--- config.mk ---
export PLATFORM = sky130hd
export DESIGN_NAME = fp_div_flat
export DESIGN_NICKNAME = d
export VERILOG_FILES = /design/src/rtl/fp_pkg.sv /design/src/rtl/fp_div_if.sv /design/src/rtl/fp_div.sv /design/src/flat_wrapper.sv
export SDC_FILE = /design/constraint.sdc
export NUM_CORES = 1
export LEC_CHECK = 0
export ABC_AREA = 1
export CORE_MARGIN = 2
export CORE_UTILIZATION = 50
export DETAILED_ROUTE_END_ITERATION = 8
export HOLD_SLACK_MARGIN = 0.15
export PLACE_DENSITY = 0.73
export SYNTH_ARGS = -nofsm -noshare
export SYNTH_HDL_FRONTEND = slang
export SYNTH_SLANG_ARGS = --single-unit
--- constraint.sdc ---
create_clock -name clk -period 2.7 [get_ports clk]
set_input_delay 0.405 -clock clk [delete_from_list [all_inputs] [get_ports clk]]
set_output_delay 0.405 -clock clk [all_outputs]
set_load 0.005 [all_outputs]
--- src/rtl/fp_pkg.sv ---
// Shared single-precision definitions for the FP datapath: field widths,
// special encodings, divider working widths and the divider FSM states.
package fp_pkg;

  localparam int E_W  = 8;
  localparam int M_W  = 23;
  localparam int FP_W = 1 + E_W + M_W;
  localparam int BIAS = 127;
  localparam logic [E_W-1:0] EXP_MAX = 8'hFF;

  // Signed working exponent wide enough for EA-EB+BIAS over all encodings.
  localparam int X_W = 10;
  localparam int R_W = M_W + 3;
  localparam int Q_W = M_W + 2;
  localparam int DIV_ITERS = 25;
  localparam int CNT_W = 5;

  localparam logic [FP_W-1:0] FP_POS_ZERO = 32'h0000_0000;
  localparam logic [FP_W-1:0] FP_NEG_ZERO = 32'h8000_0000;
  localparam logic [FP_W-1:0] FP_POS_INF  = 32'h7F80_0000;
  localparam logic [FP_W-1:0] FP_NEG_INF  = 32'hFF80_0000;

  typedef enum logic [1:0] {
    IDLE = 2'd0,
    DIV  = 2'd1,
    FIN  = 2'd2
  } fp_div_state_e;

  function automatic logic signed [X_W-1:0] biased_exp_diff(
    input logic [E_W-1:0] ea,
    input logic [E_W-1:0] eb
  );
    return $signed({2'b00, ea}) - $signed({2'b00, eb}) + $signed(X_W'(BIAS));
  endfunction

  function automatic logic [FP_W-1:0] fp_inf(input logic s);
    return s ? FP_NEG_INF : FP_POS_INF;
  endfunction

  function automatic logic [FP_W-1:0] fp_zero(input logic s);
    return s ? FP_NEG_ZERO : FP_POS_ZERO;
  endfunction

endpackage

--- src/rtl/fp_div_if.sv ---
// Start/done handshake bundle between a requester and the FP divider.
// start is honoured only while busy=0; done pulses one cycle with OUT valid,
// and OUT then holds until a later start is accepted.
interface fp_div_if;
  import fp_pkg::*;

  logic            start;
  logic [FP_W-1:0] A;
  logic [FP_W-1:0] B;
  logic            busy;
  logic            done;
  logic [FP_W-1:0] OUT;

  modport master (output start, A, B, input busy, done, OUT);
  modport slave  (input start, A, B, output busy, done, OUT);

endinterface

--- src/rtl/fp_div.sv ---
// Sequential single-precision divider: restoring radix-2 mantissa division,
// one quotient bit per cycle, truncating result, fixed 26-cycle latency.
module fp_div
  import fp_pkg::*;
(
  input  logic          clk,
  input  logic          rst,
  fp_div_if.slave       bus,
  output fp_div_state_e dbg_state_o
);

  fp_div_state_e           state_q;
  logic                    so_q;
  logic                    a_zero_q;
  logic                    b_zero_q;
  logic signed [X_W-1:0]   xe_q;
  logic [M_W:0]            mb_q;
  logic [R_W-1:0]          r_q;
  logic [Q_W-1:0]          q_q;
  logic [CNT_W-1:0]        cnt_q;
  logic                    busy_q;
  logic                    done_q;
  logic [FP_W-1:0]         out_q;

  logic [E_W-1:0]          ea;
  logic [E_W-1:0]          eb;
  logic [M_W:0]            ma;
  logic [M_W:0]            mb;
  logic                    so;
  logic signed [X_W-1:0]   xe_start;

  logic [R_W-1:0]          r_cmp;
  logic                    take;
  logic [R_W-1:0]          r_rem;
  logic [R_W-1:0]          r_d;
  logic [Q_W-1:0]          q_d;
  logic signed [X_W-1:0]   xe_n;
  logic [M_W-1:0]          frac;
  logic [FP_W-1:0]         out_d;

  always_comb begin
    ea       = bus.A[FP_W-2:M_W];
    eb       = bus.B[FP_W-2:M_W];
    ma       = {1'b1, bus.A[M_W-1:0]};
    mb       = {1'b1, bus.B[M_W-1:0]};
    so       = bus.A[FP_W-1] ^ bus.B[FP_W-1];
    xe_start = biased_exp_diff(ea, eb);
  end

  // One restoring step: subtract when the partial remainder covers the divisor.
  always_comb begin
    r_cmp = {2'b00, mb_q};
    take  = (r_q >= r_cmp);
    r_rem = take ? (r_q - r_cmp) : r_q;
    r_d   = r_rem << 1;
    q_d   = {q_q[Q_W-2:0], take};
  end

  // Quotient lies in (0.5, 2): Q[24] tells whether it needs a one-place renormalise.
  always_comb begin
    xe_n  = q_q[Q_W-1] ? xe_q : (xe_q - 10'sd1);
    frac  = q_q[Q_W-1] ? q_q[M_W:1] : q_q[M_W-1:0];
    out_d = {so_q, xe_n[E_W-1:0], frac};
    if (b_zero_q) begin
      out_d = fp_inf(so_q);
    end else if (a_zero_q) begin
      out_d = fp_zero(so_q);
    end else if (xe_n >= $signed({2'b00, EXP_MAX})) begin
      out_d = fp_inf(so_q);
    end else if (xe_n <= 10'sd0) begin
      out_d = fp_zero(so_q);
    end
  end

  always_ff @(posedge clk) begin
    if (rst) begin
      state_q  <= IDLE;
      so_q     <= 1'b0;
      a_zero_q <= 1'b0;
      b_zero_q <= 1'b0;
      xe_q     <= '0;
      mb_q     <= '0;
      r_q      <= '0;
      q_q      <= '0;
      cnt_q    <= '0;
      busy_q   <= 1'b0;
      done_q   <= 1'b0;
      out_q    <= '0;
    end else begin
      done_q <= 1'b0;
      case (state_q)
        IDLE: begin
          if (bus.start) begin
            so_q     <= so;
            a_zero_q <= (ea == '0);
            b_zero_q <= (eb == '0);
            xe_q     <= xe_start;
            mb_q     <= mb;
            r_q      <= {2'b00, ma};
            q_q      <= '0;
            cnt_q    <= CNT_W'(DIV_ITERS - 1);
            busy_q   <= 1'b1;
            state_q  <= DIV;
          end
        end
        DIV: begin
          r_q <= r_d;
          q_q <= q_d;
          if (cnt_q == '0) begin
            state_q <= FIN;
          end else begin
            cnt_q <= cnt_q - 1'b1;
          end
        end
        FIN: begin
          out_q   <= out_d;
          done_q  <= 1'b1;
          busy_q  <= 1'b0;
          state_q <= IDLE;
        end
        default: begin
          busy_q  <= 1'b0;
          state_q <= IDLE;
        end
      endcase
    end
  end

  assign bus.busy    = busy_q;
  assign bus.done    = done_q;
  assign bus.OUT     = out_q;
  assign dbg_state_o = state_q;

endmodule

--- src/flat_wrapper.sv ---
// flat-port wrapper written by rule: the top's interface ports become plain ports
module fp_div_flat import fp_pkg::*;
  (clk, rst, dbg_state_o, bus_start, bus_A, bus_B, bus_busy, bus_done, bus_OUT);
  fp_div_if bus_i ();
  input  logic clk;
  input  logic rst;
  output fp_div_state_e dbg_state_o;
  input wire logic [$bits(bus_i.start)-1:0] bus_start;
  input wire logic [$bits(bus_i.A)-1:0] bus_A;
  input wire logic [$bits(bus_i.B)-1:0] bus_B;
  output wire logic [$bits(bus_i.busy)-1:0] bus_busy;
  output wire logic [$bits(bus_i.done)-1:0] bus_done;
  output wire logic [$bits(bus_i.OUT)-1:0] bus_OUT;
  assign bus_i.start = bus_start;
  assign bus_i.A = bus_A;
  assign bus_i.B = bus_B;
  assign bus_busy = bus_i.busy;
  assign bus_done = bus_i.done;
  assign bus_OUT = bus_i.OUT;
  fp_div u_core (.clk(clk), .rst(rst), .bus(bus_i), .dbg_state_o(dbg_state_o));
endmodule
== Word-level counts from Yosys, hierarchy flattened ==
Cells that the tools add are included.

* Output and inout port bits: 36
* Register bits: 129
* Word-level logic and storage cells: 59

* $lt $le $gt $ge: 3
* Bitwise operators: 2
* Reductions and logical operators: 10
* Equal/unequal tests: 5
* Add/subtract/negate cells: 5
* Multiplexer cells: 22

{| class="wikitable"
|+ Operator list
! cell !! number
|-
| $mux W32 || 6
|-
| $pmux W26 S2 || 1
|-
| $mux W25 || 2
|-
| $pmux W25 S2 || 1
|-
| $ge A26 B24 Y1 || 1
|-
| $mux W26 || 1
|-
| $sub A25 B24 Y25 || 1
|-
| $mux W23 || 1
|-
| $logic_not A8 Y1 || 2
|-
| $add A10 B8 Y10 const B || 1
|-
| $ge A10 B9 Y1 const B || 1
|-
| $le A10 B1 Y1 const B || 1
|-
| $mux W10 || 1
|-
| $mux W5 || 2
|-
| $pmux W5 S2 || 1
|-
| $sub A10 B2 Y10 const B || 1
|-
| $sub A8 B8 Y9 || 1
|-
| $reduce_and A2 Y1 || 4
|-
| $logic_not A5 Y1 || 1
|-
| $sub A5 B1 Y5 const B || 1
|-
| $mux W2 || 2
|-
| $ne A2 B2 Y1 const B || 2
|-
| $pmux W2 S2 || 1
|-
| $reduce_and A3 Y1 || 1
|-
| 9 further kinds || 10
|}

== Depth between registers and ports, before layout ==
* Word-level depth: 7
* Mapped depth: 16

== Worst setup path before layout ==
Ideal clock, no wire load.

* Kind: input-to-reg
* Start: input bus_A[23]
* End: register u_core.xe_q[7]
* Arrival time: 2115 ps
* Path buffers: 0
* Stages on the path: 13
* Path slack: 526 ps
* Cells stage by stage: inv_1 ha_1 inv_1 fa_1 xnor2_1 inv_1 nor3_1 nand3_1 nor2_1 nand2_1 a21oi_1 nand3_1 nand2_1

* Longest elaborated chain between the ends: 2

{| class="wikitable"
|+ Ends and longest elaborated chain
! what !! RTL line !! text
|-
| start, declared || flat_wrapper.sv:9 || <nowiki>input wire logic [$bits(bus_i.A)-1:0] bus_A;</nowiki>
|-
| $sub A8 B8 Y9 || fp_pkg.sv:33 || <nowiki>return $signed({2'b00, ea}) - $signed({2'b00, eb}) + $signed(X_W'(BIAS));</nowiki>
|-
| $add A10 B8 Y10 || fp_pkg.sv:33 ||
|-
| end signal, assigned || fp_div.sv:97 || <nowiki>xe_q <= xe_start;</nowiki>
|-
| end, declared || fp_div.sv:16 || <nowiki>logic signed [X_W-1:0] xe_q;</nowiki>
|}

No other way between the ends.
A chain may end at the register's enable or synchronous reset.

== Final worst setup path ==
* Start: input bus_A[23]
* End: register u_core.xe_q[8]

The elaborated chain is that of the path after synthesis.

==> reports/metrics.yaml <==
power_and_ir_drop:
  p_total_mw: 7.55
  vdd_ir_drop_max_v: 0.000562
  p_per_area_nw_per_um2: 747
  p_leak_nw: 4.34
drt:
  drc_errors: 0
  wl_per_cell_um: 14.2
  final_antenna_net_count: 0
  first_pass_iters: 5
  vias: 8233
  vias_per_cell: 5.26
  routed_wl_mm: 22.2
  drtIter0Drc: 536
global_route:
  grt_first_pass_wirelength_mm: 37.5
  grt.overflow.total: 0
  antenna_found_initial: 1
  grt_max_degree: 38
  grt_pass1_vias: 8025
  grt_usage_pct: 25.8
timing:
  post-route-period-util_pct: 86.3
  finalMaxSlewViolations: 0
  hold_viol: 0
  tightest_slew_ns: 0.579
  setup_viol: 0
  clock.fmax_mhz: 429
  fin_worst_skew_ns: 0.00694
  maxSlewHeadroom_pct: 61.4
  fin_crit_ns: 2.33
  rsz0062_at_grt: "false"
logic_synthesis:
  synth_seq_cells: 129
  synth_warnings: 0
  synth_top_area_share_pct: 31.1
  synth_edf_count: 0
  synthArstFlopShare_pct: 0
  syn_nets: 1345
  synth_cells: 1240
  synth_flop_cell: "dfxtp_1"
  yosysTopAreaCell: "dfxtp_1"
  ys_top_cells_by_area: "dfxtp_1 (31%), nand2_1 (14%), inv_1 (7.3%), a21oi_1 (6.6%), ha_1 (5.4%)"
  yosys.cell_types.count: 46
  syn_area_um2: 8310
  synth.avg_cell_area_um2: 6.70
  synth.yosys.seq_area_share_pct: 31.1
setup_path:
  r2r_slack_ns: 0.39
  critPathArrivalTime_ns: 2.64
  worst_path_dominant_cell_family: "simple AND/OR/NAND/NOR gates"
  reg2regPathDepth: 14
  cp_num_cells: 16
  critPathMaxFanout: 3
  endpoint_kind: "register"
  startpoint: "bus_A[23]"
  critical_path_buf_inv_count: 5
  crit-reg2reg-launch: "u_core.xe_q[0]$_SDFFE_PP0P_"
  cp-start-kind: "input port"
  max_stage_delay_ns: 0.48
  critPathKind: "in2reg"
  slowest_stage: "clkdlybuf4s50_1"
  required_ns: 3.01
  path_cells: "clkdlybuf4s50_1, inv_1, ha_1, inv_1, fa_1, inv_1, ha_1, inv_1, nor2_1, nand2_1, nor2_1, nand3_1, nand3_1, nand2_1, nor2_1, nor2_1"
layout:
  regArea_um2: 2580
  fin_cells: 1564
  drive_above_1_share_pct: 10.3
  final_cell_mix: "nand2_1 (300), inv_1 (161), dfxtp_1 (129), a21oi_1 (109), clkdlybuf4s50_1 (101)"
  final_common_cell: "nand2_1"
  multi_input_area_um2: 4790
  fill_cells: 1536
  insertedDiodeCount: 0
  area_growth_pct: 21.6
  nets: 1439
cts:
  cts_buffers: 17
  tritoncts: "yes"
  root_buffer: "clkbuf_16"
  cts_setup_buffers: 0
  clk_pin_slew_ns: 0.05
  clk-insertion-delay-late_ns: 0.42
  hold_buffers: 0
  cts_buffer_depth: 2
  cts.repair.resized: 0
  clock_sinks: 129
  htree_levels: 4
floorplanning:
  ios: 103
  dieArea_um2: 17700
  row_count: 47
  core_um2: 16400
  initial_utilization_pct: 50.7
  die_x_um: 133
  die_y_um: 133
placed_design:
  portBuffers: 102
  dp_hpwl_mm: 16.2
  routabilityCongestion: 0.929
  dp.cells: 1535
run:
  cap_viol_max_count: 0
min_path:
  hp-start: "u_core.mb_q[18]$_SDFFE_PP0P_"
  hp-class: "reg2reg"
  holdPathStages: 2
outcome:
  status: "completed"
[worst min-delay path, delay by kind of cell (launching register included)]
kind            cells  cell delay, ns
buf+inv             1            0.07
flops               1            0.29
compound gates      1            0.06
[synthesized netlist by cell type, types with 2 or more instances]
library cell	count
nand4_1	28
o211ai_1	2
and2_1	5
nand2_2	5
buf_6	4
a21oi_1	109
buf_4	2
buf_12	2
clkbuf_1	33
buf_1	4
nor2_2	9
ha_1	36
dfxtp_1	129
nor3_1	15
inv_2	12
a211oi_1	11
fa_1	2
xnor2_1	12
nand3_1	66
xor2_1	12
o21ai_1	11
o21bai_1	5
a31oi_1	3
nand2_1	300
o21ai_0	78
nor2_4	3
o21a_1	2
a22oi_1	24
nand3_4	2
a21oi_2	21
buf_2	9
nor2_1	82
o31ai_1	2
nor4_1	5
nand3_2	24
inv_1	161
[state kept, by name, summed over array words and instances, names as in the netlist]
register	count
u_core.q_q	25
u_core.xe_q	10
u_core.a_zero_q	1
u_core.bus.OUT	32
u_core.cnt_q	5
u_core.b_zero_q	1
u_core.mb_q	24
u_core.r_q	26
u_core.dbg_state_o	2
u_core.bus.done	1
u_core.so_q	1
u_core.bus.busy	1
[final timing paths]
| path | to |
|---|---|
| setup / recovery | u_core.xe_q[8]$_SDFFE_PP0P_ |
| hold / removal | u_core.mb_q[18]$_SDFFE_PP0P_ |
| hold reg to reg | u_core.mb_q[18]$_SDFFE_PP0P_ |
| setup reg to reg | u_core.bus.OUT[0]$_SDFFE_PP0P_ |
[kinds of logic (layout without fill, tap and decap cells)]
group	Yosys count	after routing	share of synthesized area, %
flip-flops	129	129	31.1
adder cells (fa/ha/maj)	38	38	5.90
AND/OR/NAND/NOR	551	551	30.5
XOR/XNOR	24	24	2.53
AO/OA/AOI/OAI	269	269	18.6
buffers and inverters	229	333	11.4
[through the flow]
stage	hold slack, ns	worst slack (ns)	cell area (µm²)	util, %	setup TNS (ns)
floorplan	0.433	0.526	8310	-	0
global route	0.477	0.0596	10100	61.6	0
global placement	0.449	-0.0202	9560	58.2	-0.0227
CTS	0.466	0.359	10100	61.6	0
finish	0.466	0.369	10100	61.6	0
detailed placement	0.459	-0.0868	9560	58.2	-0.310
[layout make-up]
cell class | count | area share [%]
sequential | 129 | 25.6
clock inverter | 10 | 1.14
timing repair buffer | 129 | 12.3
inverter | 175 | 6.53
multi-input combinational | 882 | 47.5
clock buffer | 19 | 4.28
tap | 220 | 2.72
[report_power, final]
| part | leakage [nW] | internal, mW | switching, mW |
|---|---|---|---|
| Clock | 0.261 | 1.34 | 0.859 |
| Sequential | 1.06 | 2.07 | 0.116 |
| Combinational | 3.03 | 1.12 | 2.04 |
| Total | 4.34 | 4.53 | 3.02 |
[routing by layer]
layer  routed length (µm)  global-route usage (%)  vias to the layer above
met2                10300                    43.3                      187
met4                  439                    9.02                        0
met1                10400                    33.7                     3764
met3                 1030                    4.37                       37
met5                    0                       0                        -
li1                     -                       -                     4245
(Power assumes the default switching activity.)
==> patch 1 (same flow settings) <==
Set the package constant `EXP_MAX` to 8'h7F (it was 8'hFF).
--- a/src/rtl/fp_pkg.sv
+++ b/src/rtl/fp_pkg.sv
@@ -6,7 +6,7 @@
   localparam int M_W  = 23;
   localparam int FP_W = 1 + E_W + M_W;
   localparam int BIAS = 127;
-  localparam logic [E_W-1:0] EXP_MAX = 8'hFF;
+  localparam logic [E_W-1:0] EXP_MAX = 8'h7F;
 
   // Signed working exponent wide enough for EA-EB+BIAS over all encodings.
   localparam int X_W = 10;
Formal check against the unedited RTL: no difference found for any inputs over 10 cycles, from zero or initial values and one cycle with rst high; that may be too few to reach the edited logic, so the function may still have changed.
==> patch 1 against the original RTL <==
Final cell count up 3.8%; worst hold slack worse by 0.0012 ns; sequential cell count unchanged; routed wire length up 3.9%; design area up 0.56%; worst setup slack worse by 0.036 ns; first-iteration DRC count up 1.3%; synthesized area up 0.80%; power up 1.0%; sequential share of layout area down 0.14 points; die area up 0.78%; combinational power up 2%; critical path type unchanged.
==> patch 1: results (changes against the original RTL) <==
reg2reg path depth -> 13 (-1)
1st-iter DRT viols -> 543 (+1.3%)
synth unique cells -> 43 (-6.5%)
Hold Slack -> 0.464 ns (-0.00122 ns)
crit path DAT -> 2.67 ns (+0.03 ns)
Place WS -> -0.0955 ns (-0.00870 ns)
outcome -> completed
CTS Buf Count -> 17 (unchanged)
number of global-route vias before repair -> 7775 (-3.1%)
most instantiated cells after synthesis -> nand2_1 (342), inv_1 (184), dfxtp_1 (129)
DRT Wirelength -> 23000 µm (+3.9%)
syn_nets -> 1410 (+4.8%)
Clock power frac -> 29.4% (+0.3 points)
top post-synthesis cells by area -> dfxtp_1 (31%), nand2_1 (15%), inv_1 (8.2%), a21oi_1 (6.8%), ha_1 (5.4%)
HP Start -> u_core.bus.OUT[20]
layout cells sized above 1 -> 7.12% (-3.1 points)
Layout Skew -> 0.0141 ns (+0.00717 ns)
hold worst-path end -> u_core.bus.OUT[20]
Placed Area -> 9590 µm² (+0.35%)
reg2reg end -> u_core.r_q[12]
first-pass GRT wire length -> 38000 µm (+1.2%)
pin count of the biggest net entering global routing -> 78 (+110%)
register area share after synthesis -> 30.8% (-0.25 points)
grt ovf -> 0 (unchanged)
Detailed Place HPWL -> 16600 µm (+2.5%)
XOR/XNOR Fraction of Synth Area -> 1.67% (-0.86 points)
total track usage -> 26.2% (+0.38 points)
R2R Setup Slk -> 0.33 ns (-0.06 ns)
reg2reg start -> u_core.mb_q[20]
switching part of the total -> 40.2% (+0.25 points)
via count -> 8593 (+4.4%)
fraction of the mapped netlist area in adder cells -> 5.86% (-0.047 points)
RePlAce Congestion -> 0.945 (+1.8%)
Rel. slew slack -> 43.3% (-18 points)
Peak supply drop -> 0.493 mV (-12%)
patch 1: changes by cell type after synthesis, sizes merged, moves of 3 or more:
cell | before | now
o21bai | 5 | 2
and2 | 5 | 2
nand4 | 28 | 55
a21oi | 130 | 117
nand3 | 92 | 60
nand3b | 1 | 8
nand2 | 306 | 352
inv | 174 | 194
xnor2 | 12 | 3
o21ai | 89 | 85
nor2 | 94 | 123
patch 1: worst max-delay path, stage by stage:
cell and delay, ns:
clkdlybuf4s50_1 0.47, inv_1 0.04, ha_1 0.16, inv_1 0.08, fa_1 0.43, inv_1 0.07, ha_1 0.13, inv_1 0.04
nor2_1 0.14, nand2_1 0.08, nor2_1 0.17, nand3_1 0.16, nand3_1 0.11, nand2_1 0.05, nor2_1 0.08, nor2_1 0.04
patch 1: metal layers:
layer	track usage (%)	wire length (µm)	vias to the layer above
met1	35.9	11000	3911
met2	41.7	10400	242
met4	7.86	387	0
met3	5.44	1280	26
met5	0	0	-
li1	-	-	4414
patch 1: cells by family after synthesis:
group,count (synthesis)
and+or+nand+nor,624
buffers and inverters,251
AOI/OAI and AO/OA,247
DFF,129
adders and majority gates,38
xor gates and xnor gates,16
patch 1: layout make-up:
class	count	area, µm²
well taps	220	275
clock inverters	9	110
multi-input cells	925	4800
flip-flops and latches	129	2580
fillers	1538	6310
clock buffers	21	460
inverters	195	732
repair buffers	125	1200
patch 1: stage by stage:
| step | setup TNS, ns | cells |
|---|---|---|
| final | 0 | 1624 |
| after detailed placement | -0.0955 | 1594 |
| after CTS | 0 | 1624 |
| after global placement | -0.0593 | 1594 |
| after floorplan | 0 | 1305 |
| after global routing | 0 | 1624 |
==> patch 2 (same flow settings) <==
Without the edit above. Register the output `dbg_state_o` once more, without a reset; this adds one clock of latency there. The other outputs are not delayed to match.
--- a/src/rtl/fp_div.sv
+++ b/src/rtl/fp_div.sv
@@ -129,7 +129,9 @@
   assign bus.busy    = busy_q;
   assign bus.done    = done_q;
   assign bus.OUT     = out_q;
-  assign dbg_state_o = state_q;
+  always_ff @(posedge clk) begin
+    dbg_state_o <= state_q;
+  end
 
 endmodule
 
Formal check against the unedited RTL: not equivalent (a bounded check fails within 4 cycles, from zero or initial values and one cycle with rst high).
==> patch 2 against the original RTL <==
Sequential cell count is 2 higher; routed wire length is 4.7% lower; sequential share of layout area is 1.2 points higher; combinational power is 1% lower; power is 1.7% higher; worst setup slack worse by 0.032 ns; die area is 4.9% lower; design area is 3.1% lower; utilization is 2.3 points higher; non-clock buffer count is 2 lower; synthesized area is 5.0% lower; critical path type is now flip-flop to flip-flop; highest routed layer unchanged.
==> patch 2: results (changes against the original RTL) <==
syn_nets -> 1316 (-2.2%)
layout cells sized above 1 -> 5.20% (-5.1 points)
RePlAce Congestion -> 0.956 (+3.0%)
critical path peak fanout -> 20 (+17)
Final #Nets -> 1419 (-1.4%)
Detailed Place HPWL -> 15600 µm (-3.6%)
detail-routed via count per cell -> 5.19 (-1.5%)
register area share after synthesis -> 33.2% (+2.2 points)
top post-synthesis cells by area -> dfxtp_1 (33%), nand2_1 (15%), inv_1 (9.8%), o21ai_0 (7.4%), ha_1 (5.7%)
DRT Wirelength -> 21100 µm (-4.7%)
Peak supply drop -> 0.542 mV (-3.6%)
Worst Max-Slew Pin Slew -> 0.672 ns (+0.0929 ns)
leak pwr -> 4.38 nW (+0.83%)
number of global-route vias before repair -> 7224 (-10%)
Initial DRT Pass Iterations -> 5 (unchanged)
H-tree Lvls -> 4 (unchanged)
Place WS -> -0.0311 ns (+0.0557 ns)
non-filler cells, final -> 1537 (-1.7%)
1st-iter DRT viols -> 588 (+9.7%)
synth unique cells -> 39 (-15%)
total track usage -> 25.6% (-0.27 points)
Port-buffer cells -> 102 (unchanged)
pin count of the biggest net entering global routing -> 61 (+61%)
first-pass GRT wire length -> 34500 µm (-8.1%)
Layout Skew -> 0.0160 ns (+0.00906 ns)
CTS Buf Count -> 17 (unchanged)
initial antenna violation count -> 0 (-1)
Mapped Cells -> 1211 (-2.3%)
outcome -> completed
most instantiated cells after synthesis -> nand2_1 (315), inv_1 (207), dfxtp_1 (131)
crit path DAT -> 2.68 ns (+0.04 ns)
## patch 2: changes by cell type in the layout (fill, tap and decap cells not counted), moves of 23 or more
cell | unedited run | this run
a21oi_1 | 109 | 79
a22oi_1 | 24 | 0
inv_1 | 161 | 207
nand3_2 | 24 | 1
o21ai_0 | 78 | 116
o32ai_1 | 0 | 25
## patch 2: worst max-delay path: stages, from the launching register on
cell and delay [ns]:
dfxtp_1 0.32, inv_1 0.06, ha_1 0.22, fa_1 0.43, inv_1 0.10, nand4_1 0.09, nand3_1 0.22, nand3_1 0.17
nand3_2 0.10, buf_4 0.23, nand2_1 0.08, o21ai_1 0.08, nand2_1 0.07, nand2_1 0.06, inv_1 0.04
## patch 2: power breakdown
part | total [W] | internal, W | leakage, nW | switching (W)
sequential | 0.00219 | 0.00209 | 1.07 | 0.0000998
clock | 0.00236 | 0.00147 | 0.292 | 0.000889
combinational | 0.00312 | 0.00114 | 3.02 | 0.00198
## patch 2: cell type report
cell class,instances,area (µm²)
sequential,131,2620
multi-input combinational,827,4300
tap,211,264
clock inverter,13,160
timing repair buffer,127,1220
inverter,210,788
fill,1474,5530
clock buffer,18,439
## patch 2: cells by family after synthesis
logic type / share of synthesized area [%]
xor+xnor: 2.68
simple gates: 28.0
fa+ha+maj: 6.21
buf+inv: 12.4
compound gates: 17.5
flops: 33.2
## patch 2: path summary, 6_finish.rpt
| path | slack, ns | cells past startpoint | to | start |
|---|---|---|---|---|
| setup / recovery | 0.34 | 14 | u_core.r_q[3] | u_core.r_q[0] |
| setup reg to reg | 0.34 | 14 | u_core.r_q[3] | u_core.r_q[0] |
| hold reg to reg | 0.39 | 0 | u_core.dbg_state_o[0] | u_core.state_q[0] |
| hold / removal | 0.39 | 0 | u_core.dbg_state_o[0] | u_core.state_q[0] |
## patch 2: metal layers
metal | up-vias | wire length (µm) | global-route usage (%)
met3 | 17 | 1250 | 5.99
met1 | 3619 | 10200 | 34.7
met4 | 0 | 227 | 6.39
li1 | 4147 | - | -
met5 | - | 0 | 0
met2 | 190 | 9410 | 41.2
## patch 2: metrics by stage
stage               area [µm²]  TNS (ns)  util, %
global placement          9190         0     60.0
CTS                       9790         0     63.9
finish                    9790         0     63.9
floorplan                 7890         0        -
global route              9790         0     63.9
detailed placement        9190   -0.0311     60.0
